==> src/rtl/tag_release_table.sv <==
// Out-of-order completion tracker. Tags are allocated in issue order and
// retired by tag match in any order; among duplicate tags the oldest is
// retired first. Lookup ports report conflicts against outstanding tags.
//
// Ports:
//   clk_i, rst_ni      clock, asynchronous active-low reset
//   alloc_*            allocate a tag (ready = table not full)
//   release_*          retire the oldest entry matching release_data_i
//                      (ready = some valid entry matches, independent of valid)
//   lookup_data_i      per-port tag to test
//   lookup_match_o     per-port: some valid entry equals the tag
//   count_o            number of valid entries
//   empty_o, full_o    count_o == 0, count_o == DEPTH
module tag_release_table #(
    parameter int unsigned DEPTH        = 4,
    parameter int unsigned DATA_WIDTH   = 32,
    parameter int unsigned LOOKUP_PORTS = 1,
    parameter type         dtype        = logic [DATA_WIDTH-1:0]
) (
    input  logic                         clk_i,
    input  logic                         rst_ni,
    input  logic                         alloc_valid_i,
    output logic                         alloc_ready_o,
    input  dtype                         alloc_data_i,
    input  logic                         release_valid_i,
    output logic                         release_ready_o,
    input  dtype                         release_data_i,
    input  dtype                         lookup_data_i [LOOKUP_PORTS],
    output logic [LOOKUP_PORTS-1:0]      lookup_match_o,
    output logic [$clog2(DEPTH+1)-1:0]   count_o,
    output logic                         empty_o,
    output logic                         full_o
);

    localparam int unsigned AW = $clog2(DEPTH);
    localparam int unsigned CW = $clog2(DEPTH+1);

    logic [DEPTH-1:0] valid_q;
    dtype             tag_q [DEPTH];
    logic [AW-1:0]    age_q [DEPTH];
    logic [CW-1:0]    count_q;
    logic             full_q;
    logic             empty_q;

    logic [DEPTH-1:0] valid_d;
    dtype             tag_d [DEPTH];
    logic [AW-1:0]    age_d [DEPTH];
    logic [CW-1:0]    count_d;

    logic [AW-1:0]    free_idx;
    logic             free_found;
    logic [AW-1:0]    victim_idx;
    logic [AW-1:0]    victim_age;
    logic             rel_hit;
    logic             alloc_fire;
    logic             rel_fire;

    // Lowest-index invalid entry, from pre-cycle state.
    always_comb begin
        free_idx   = '0;
        free_found = 1'b0;
        for (int i = 0; i < int'(DEPTH); i++) begin
            if (!valid_q[i] && !free_found) begin
                free_idx   = AW'(i);
                free_found = 1'b1;
            end
        end
    end

    // Oldest (largest age) valid entry matching the release tag.
    always_comb begin
        victim_idx = '0;
        victim_age = '0;
        rel_hit    = 1'b0;
        for (int i = 0; i < int'(DEPTH); i++) begin
            if (valid_q[i] && (tag_q[i] == release_data_i) &&
                (!rel_hit || (age_q[i] > victim_age))) begin
                victim_idx = AW'(i);
                victim_age = age_q[i];
                rel_hit    = 1'b1;
            end
        end
    end

    assign alloc_fire = alloc_valid_i && !full_q;
    assign rel_fire   = release_valid_i && rel_hit;

    // Next entry state: release decrement first, then alloc increment of survivors.
    always_comb begin
        for (int i = 0; i < int'(DEPTH); i++) begin
            valid_d[i] = valid_q[i];
            tag_d[i]   = tag_q[i];
            age_d[i]   = age_q[i];
            if (rel_fire) begin
                if (AW'(i) == victim_idx) begin
                    valid_d[i] = 1'b0;
                end else if (valid_q[i] && (age_q[i] > victim_age)) begin
                    age_d[i] = age_q[i] - AW'(1);
                end
            end
            if (alloc_fire) begin
                if (valid_d[i]) begin
                    age_d[i] = age_d[i] + AW'(1);
                end else if (AW'(i) == free_idx) begin
                    // free_idx was invalid pre-cycle, so it is never this cycle's victim
                    valid_d[i] = 1'b1;
                    tag_d[i]   = alloc_data_i;
                    age_d[i]   = '0;
                end
            end
        end
        count_d = count_q + CW'(alloc_fire) - CW'(rel_fire);
    end

    // Entry and occupancy registers.
    always_ff @(posedge clk_i or negedge rst_ni) begin
        if (!rst_ni) begin
            valid_q <= '0;
            for (int i = 0; i < int'(DEPTH); i++) begin
                tag_q[i] <= '0;
                age_q[i] <= '0;
            end
            count_q <= '0;
            full_q  <= 1'b0;
            empty_q <= 1'b1;
        end else begin
            valid_q <= valid_d;
            for (int i = 0; i < int'(DEPTH); i++) begin
                tag_q[i] <= tag_d[i];
                age_q[i] <= age_d[i];
            end
            count_q <= count_d;
            full_q  <= (count_d == CW'(DEPTH));
            empty_q <= (count_d == '0);
        end
    end

    // Conflict lookup over registered entries only.
    always_comb begin
        lookup_match_o = '0;
        for (int p = 0; p < int'(LOOKUP_PORTS); p++) begin
            for (int i = 0; i < int'(DEPTH); i++) begin
                if (valid_q[i] && (tag_q[i] == lookup_data_i[p])) begin
                    lookup_match_o[p] = 1'b1;
                end
            end
        end
    end

    assign release_ready_o = rel_hit;
    assign alloc_ready_o   = !full_q;
    assign count_o         = count_q;
    assign full_o          = full_q;
    assign empty_o         = empty_q;

endmodule

==> config.mk <==
export PLATFORM = sky130hd
export DESIGN_NAME = tag_release_table
export DESIGN_NICKNAME = d
export VERILOG_FILES = /design/src/rtl/tag_release_table.sv
export SDC_FILE = /design/constraint.sdc
export NUM_CORES = 1
export LEC_CHECK = 0
export BUFFER_PORTS_ARGS = -buffer_cell sky130_fd_sc_hd__buf_2
export CORE_ASPECT_RATIO = 0.6
export CORE_MARGIN = 1.5
export CORE_UTILIZATION = 60
export DETAILED_ROUTE_END_ITERATION = 10
export HOLD_SLACK_MARGIN = 0.02
export PLACE_DENSITY_LB_ADDON = 0.15
export SYNTH_ARGS = -nofsm -noshare
export SYNTH_HDL_FRONTEND = slang
export SYNTH_SLANG_ARGS = --single-unit
==> constraint.sdc <==
create_clock -name clk_i -period 10 [get_ports clk_i]
set_input_delay 1 -clock clk_i [delete_from_list [all_inputs] [get_ports clk_i]]
set_output_delay 1 -clock clk_i [all_outputs]
set_load 0.005 [all_outputs]
# Yosys cells after proc, flatten, opt, wreduce, memory -nomap -nowiden
# Cells that the tools add are included.
# classes
reduce_logical,39
bitwise_logic,4
n_mux,65
n_lt_le_gt_ge,7
addsub,10
eq_ne,15
# ops
cell,count
equality test 32 bit,8
2-to-1 mux 2 bit,32
2-to-1 mux 1 bit,33
logical AND 1 bit,20
greater-than comparator 2 bit,7
AND reduction 3 bit,4
logical NOT 1 bit,9
adder 2 x 1 -> 2 bit (second input constant),4
equality test 2 bit (first input constant),4
subtractor 2 x 1 -> 2 bit (second input constant),4
equality test 1 x 2 -> 1 bit (first input constant),2
logical NOT 2 bit,2
inverter 1 bit,4
adder 3 x 1 -> 3 bit,1
equality test 3 bit (second input constant),1
logical NOT 3 bit,1
logical OR 1 bit,3
subtractor 3 x 1 -> 3 bit,1
# word_totals
input_bits,100
register_bits,145
word_cells,152

# Longest topological paths before layout
# depth
word_depth,23
depth_mapped,34

# Least setup slack after synthesis
# OpenSTA, ideal clock, no wires.
# synth_path
kind,input port to flip-flop
from,in release_data_i[28] (netlist name)
to,reg age_q[5] (netlist name)
cell_stages,30
t_arrival_ns,6.925
setup_ns,0.124
path_slack_ns,2.951
path_cell_list,clkbuf_1 > xnor2_1 > nand4_1 > nor4_2 > and3_1 > nand2_1 > ha_1 > nor2b_1 > o21ai_0 > a41o_1 > mux2_2 > ha_1 > a21oi_1 > a21oi_1 > nor2_1 > mux2i_1 > ha_1 > nor2b_1 > o21a_1 > a31oi_1 > nor2_1 > mux2_2 > ha_1 > nand2_1 > nand2_1 > nor2_1 > o21ai_2 > o311ai_1 > o22ai_1 > a211o_1
# synth_lines
item,line_no,rtl
start: declaration,27,"input dtype release_data_i,"
end signal: indexed assignment,130,age_q[i] <= age_d[i];
end: declaration,40,logic [AW-1:0] age_q [DEPTH];

==> results.md <==
- Part of the power in registers: 38.0%
- DRC: 0
- R2R depth: 29
- Top post-synthesis cells by area: dfrtp_1 38%, xnor2_1 21%, mux2_2 15%
- Gr ovfl total: 0
- TritonCTS Buffers: 17
- Routed Antenna Nets: 0
- Synth warn: 0
- Post-Syn Nets: ~1000
- Predominant post-synthesis flop cell: dfrtp_1
- CP dominant cell by count: ha_1
- Routed WL per cell: between 20 and 30 um
- Worst EP required: between 10000 and 15000 ps
- Critical path type: primary input to flop
- Chip width: 166 um
- Flops & latches, synth: between 100 and 150
- P_leak: 0.00421 uW
- Clk_lat worst skew: 420 ps
- Reg2reg end: age_q[5]
- FFs w/ async S/R, synth: 100%
- Peak supply drop: 0.159 mV
- Slew headroom: 31.7%
- Count leader, synth: xnor2_1
- Max layer used: met5
- Vias in the first global route: 7119
- Pint: 1960 uW
- PortBufs: approximately 110
- Pin count of the biggest net entering global routing: 79
- Post-synth EDFFs: 0
- Vias after detailed routing: about 7300
- Library cells used by synthesis: 71
- Die area: 16700 um^2
- Multi-input logic area: 5530 um^2
- Crit path DAT: 8350 ps
- Clk network pwr share: 19.2%
- Sw Ratio: 42.3%
- Nets: 1059
- Vias/cell: 6.34
- Cts hold-fix bufs: 0
- CTS Root Buffer Type: clkbuf_16
- Tot GR Track Use: 38.9%
- Top post-synthesis cells by count: 232 x xnor2_1, 144 x dfrtp_1, 126 x mux2_2
- Worst hold stages: 1
- Endpoints failing setup: 0
- H-tree depth: 4
- Metal2 WL: approximately 12000 um
- Max frequency: ~120 MHz
- Placed Area: about 10000 um^2
- Slew at the pin closest to its max-slew limit: 1020 ps
- Worst Setup SP: release_data_i[13]
- Design area: 10700 um^2
- Seq. cell area: 3630 um^2
- Clk sinks: 145
- Share of layout cells above drive strength 1: between 30% and 40%
- Unrepaired setup endpoints after global routing: no
- Worst-path fanout max: 5
- Sequential share of the synthesized area: 38.1%
- Max-Cap Viols: 0
- Switch Pwr: 1440 uW
- Worst-path clk slew: 70 ps
- Syn Area/Cell: 10.8 um^2
- Fillers: 1203
- DRT Wirelength: ~31000 um
- Cells resized by post-CTS repair: 0
- M1 wire length: roughly 15000 um
- Gpl congestion: 1.04
- WL met3: ~4200 um
- Worst Hold End: count_o[0]
- Slowest-stage cell, CP: o21ai_0
- Part of the power in combinational logic: 42.8%
- Core area: about 15000 um^2
- Outcome: finished clean
- Final Max Slew Viols: 0
- Reg2reg start: tag_q[109]
- Post-DP HPWL: ~25000 um
- Post-Synthesis Cells: 880
- Share of Yosys cell area claimed by the top area cell type: between 30% and 40%
- Row count: 35
- Antenna cells: 0
- Die Y: 101 um
- Synth area leader: dfrtp_1
- Initial antenna violation count: 2
- Min-Delay Path Class: flop to flop
- First-pass GRT wire length: 46700 um
- Maximum root-to-sink buffer count: 2
- FF-to-FF setup slack: 2300 ps
- CTS tree: done
- Synth Cell Area: 9520 um^2
- Post-CTS Repair Setup Buffers: 0
- Hold path startpoint: count_o[0]
- Worst setup EP type: flop
- Initial Util: 61.8%
- Clock Skews: 13.4 ps
- Final hold viol count: 0
- Final period util: between 80% and 90%
- Area Overhead vs Synth: 12.0%
- TNS Setup: 0 ps
- Pre-Repair DR Iteration Count: 5
- Startpoint Class: primary input
- Initial DRC Count: 768
- IO Pins: 108
- PwrDens: 318 nW/um^2
- CP peak stage delay: 510 ps
- Final Critical Period: ~8000 ps
==> cell usage in the layout (no fill, tap or decap), drive strengths merged, types with 9 or more instances in the layout <==
cell type and instances:
xnor2 232, dfrtp 144, mux2 131, buf 113
nand4 56, inv 27, xor2 26, nor2 23
nor4 21, nand2 20, clkbuf 19, nand3 19
ha 16, o21ai 13, a21oi 10, nor3 9
==> power by group through the flow <==
| stage | Clock, uW | Sequential [uW] | Combinational [uW] |
|---|---|---|---|
| after floorplan | 0 | 1150 | 1010 |
| after global placement | 0 | 1270 | 1380 |
| after detailed placement | 0 | 1280 | 1390 |
| after CTS | 655 | 1270 | 1410 |
| after global routing | 682 | 1320 | 1530 |
| final | 651 | 1290 | 1450 |
==> critical path, delay by kind of cell <==
kind,cells,cell delay (ps)
AOI/OAI and AO/OA,11,2900
xor gates and xnor gates,1,470
adders and majority gates,4,1160
buffers and inverters,1,150
muxes,2,640
and+or+nand+nor,11,1990
==> stage by stage <==
stage	util (%)	std cells	total power (uW)	hold slack, ps	setup slack (ps)
final	69.2	1158	3390	567	1960
after global routing	69.2	1158	3530	590	1430
after CTS	69.2	1158	3340	563	2210
after detailed placement	65.3	1126	2670	551	1820
after global placement	65.3	1126	2650	539	1920
after floorplan	-	880	2160	524	2950
==> registers in the layout, indices dropped and copies added (netlist names) <==
| signal | count |
|---|---|
| tag_q | 128 |
| age_q | 8 |
| valid_q | 4 |
| count_o | 3 |
| empty_o | 1 |
| full_o | 1 |
==> layout make-up <==
class,instances,area share [%]
clock buffers,19,4.25
clock inverters,13,1.31
inverters,20,0.704
multi-input cells,645,51.8
flip-flops and latches,145,34.0
well taps,203,2.38
repair buffers,113,5.50
==> kinds of logic (layout without fill, tap and decap cells) <==
family	Yosys count	in the layout	share of synthesized area [%]
DFF	145	145	38.1
AOI/OAI and AO/OA	64	64	5.20
muxes	137	137	16.1
and+or+nand+nor	169	169	10.5
adders and majority gates	17	17	2.31
buffers and inverters	90	165	3.97
xor gates and xnor gates	258	258	23.7
==> worst max path at each step <==
stage	to	slack [ps]	depth (start not counted)
3_3_place_gp	age_q[5]	1920	32
3_5_place_dp	age_q[5]	1820	30
4_1_cts	age_q[5]	2210	30
2_1_floorplan	age_q[5]	2950	30
5_1_grt	age_q[5]	1430	32
6_report	age_q[5]	1960	30
==> per-layer routing <==
metal	up-vias	GRT usage, %
met5	-	0
li1	3187	-
met1	3688	59.6
met4	4	8.66
met3	47	15.2
met2	420	50.6
Power figures use the tool's default switching activity.
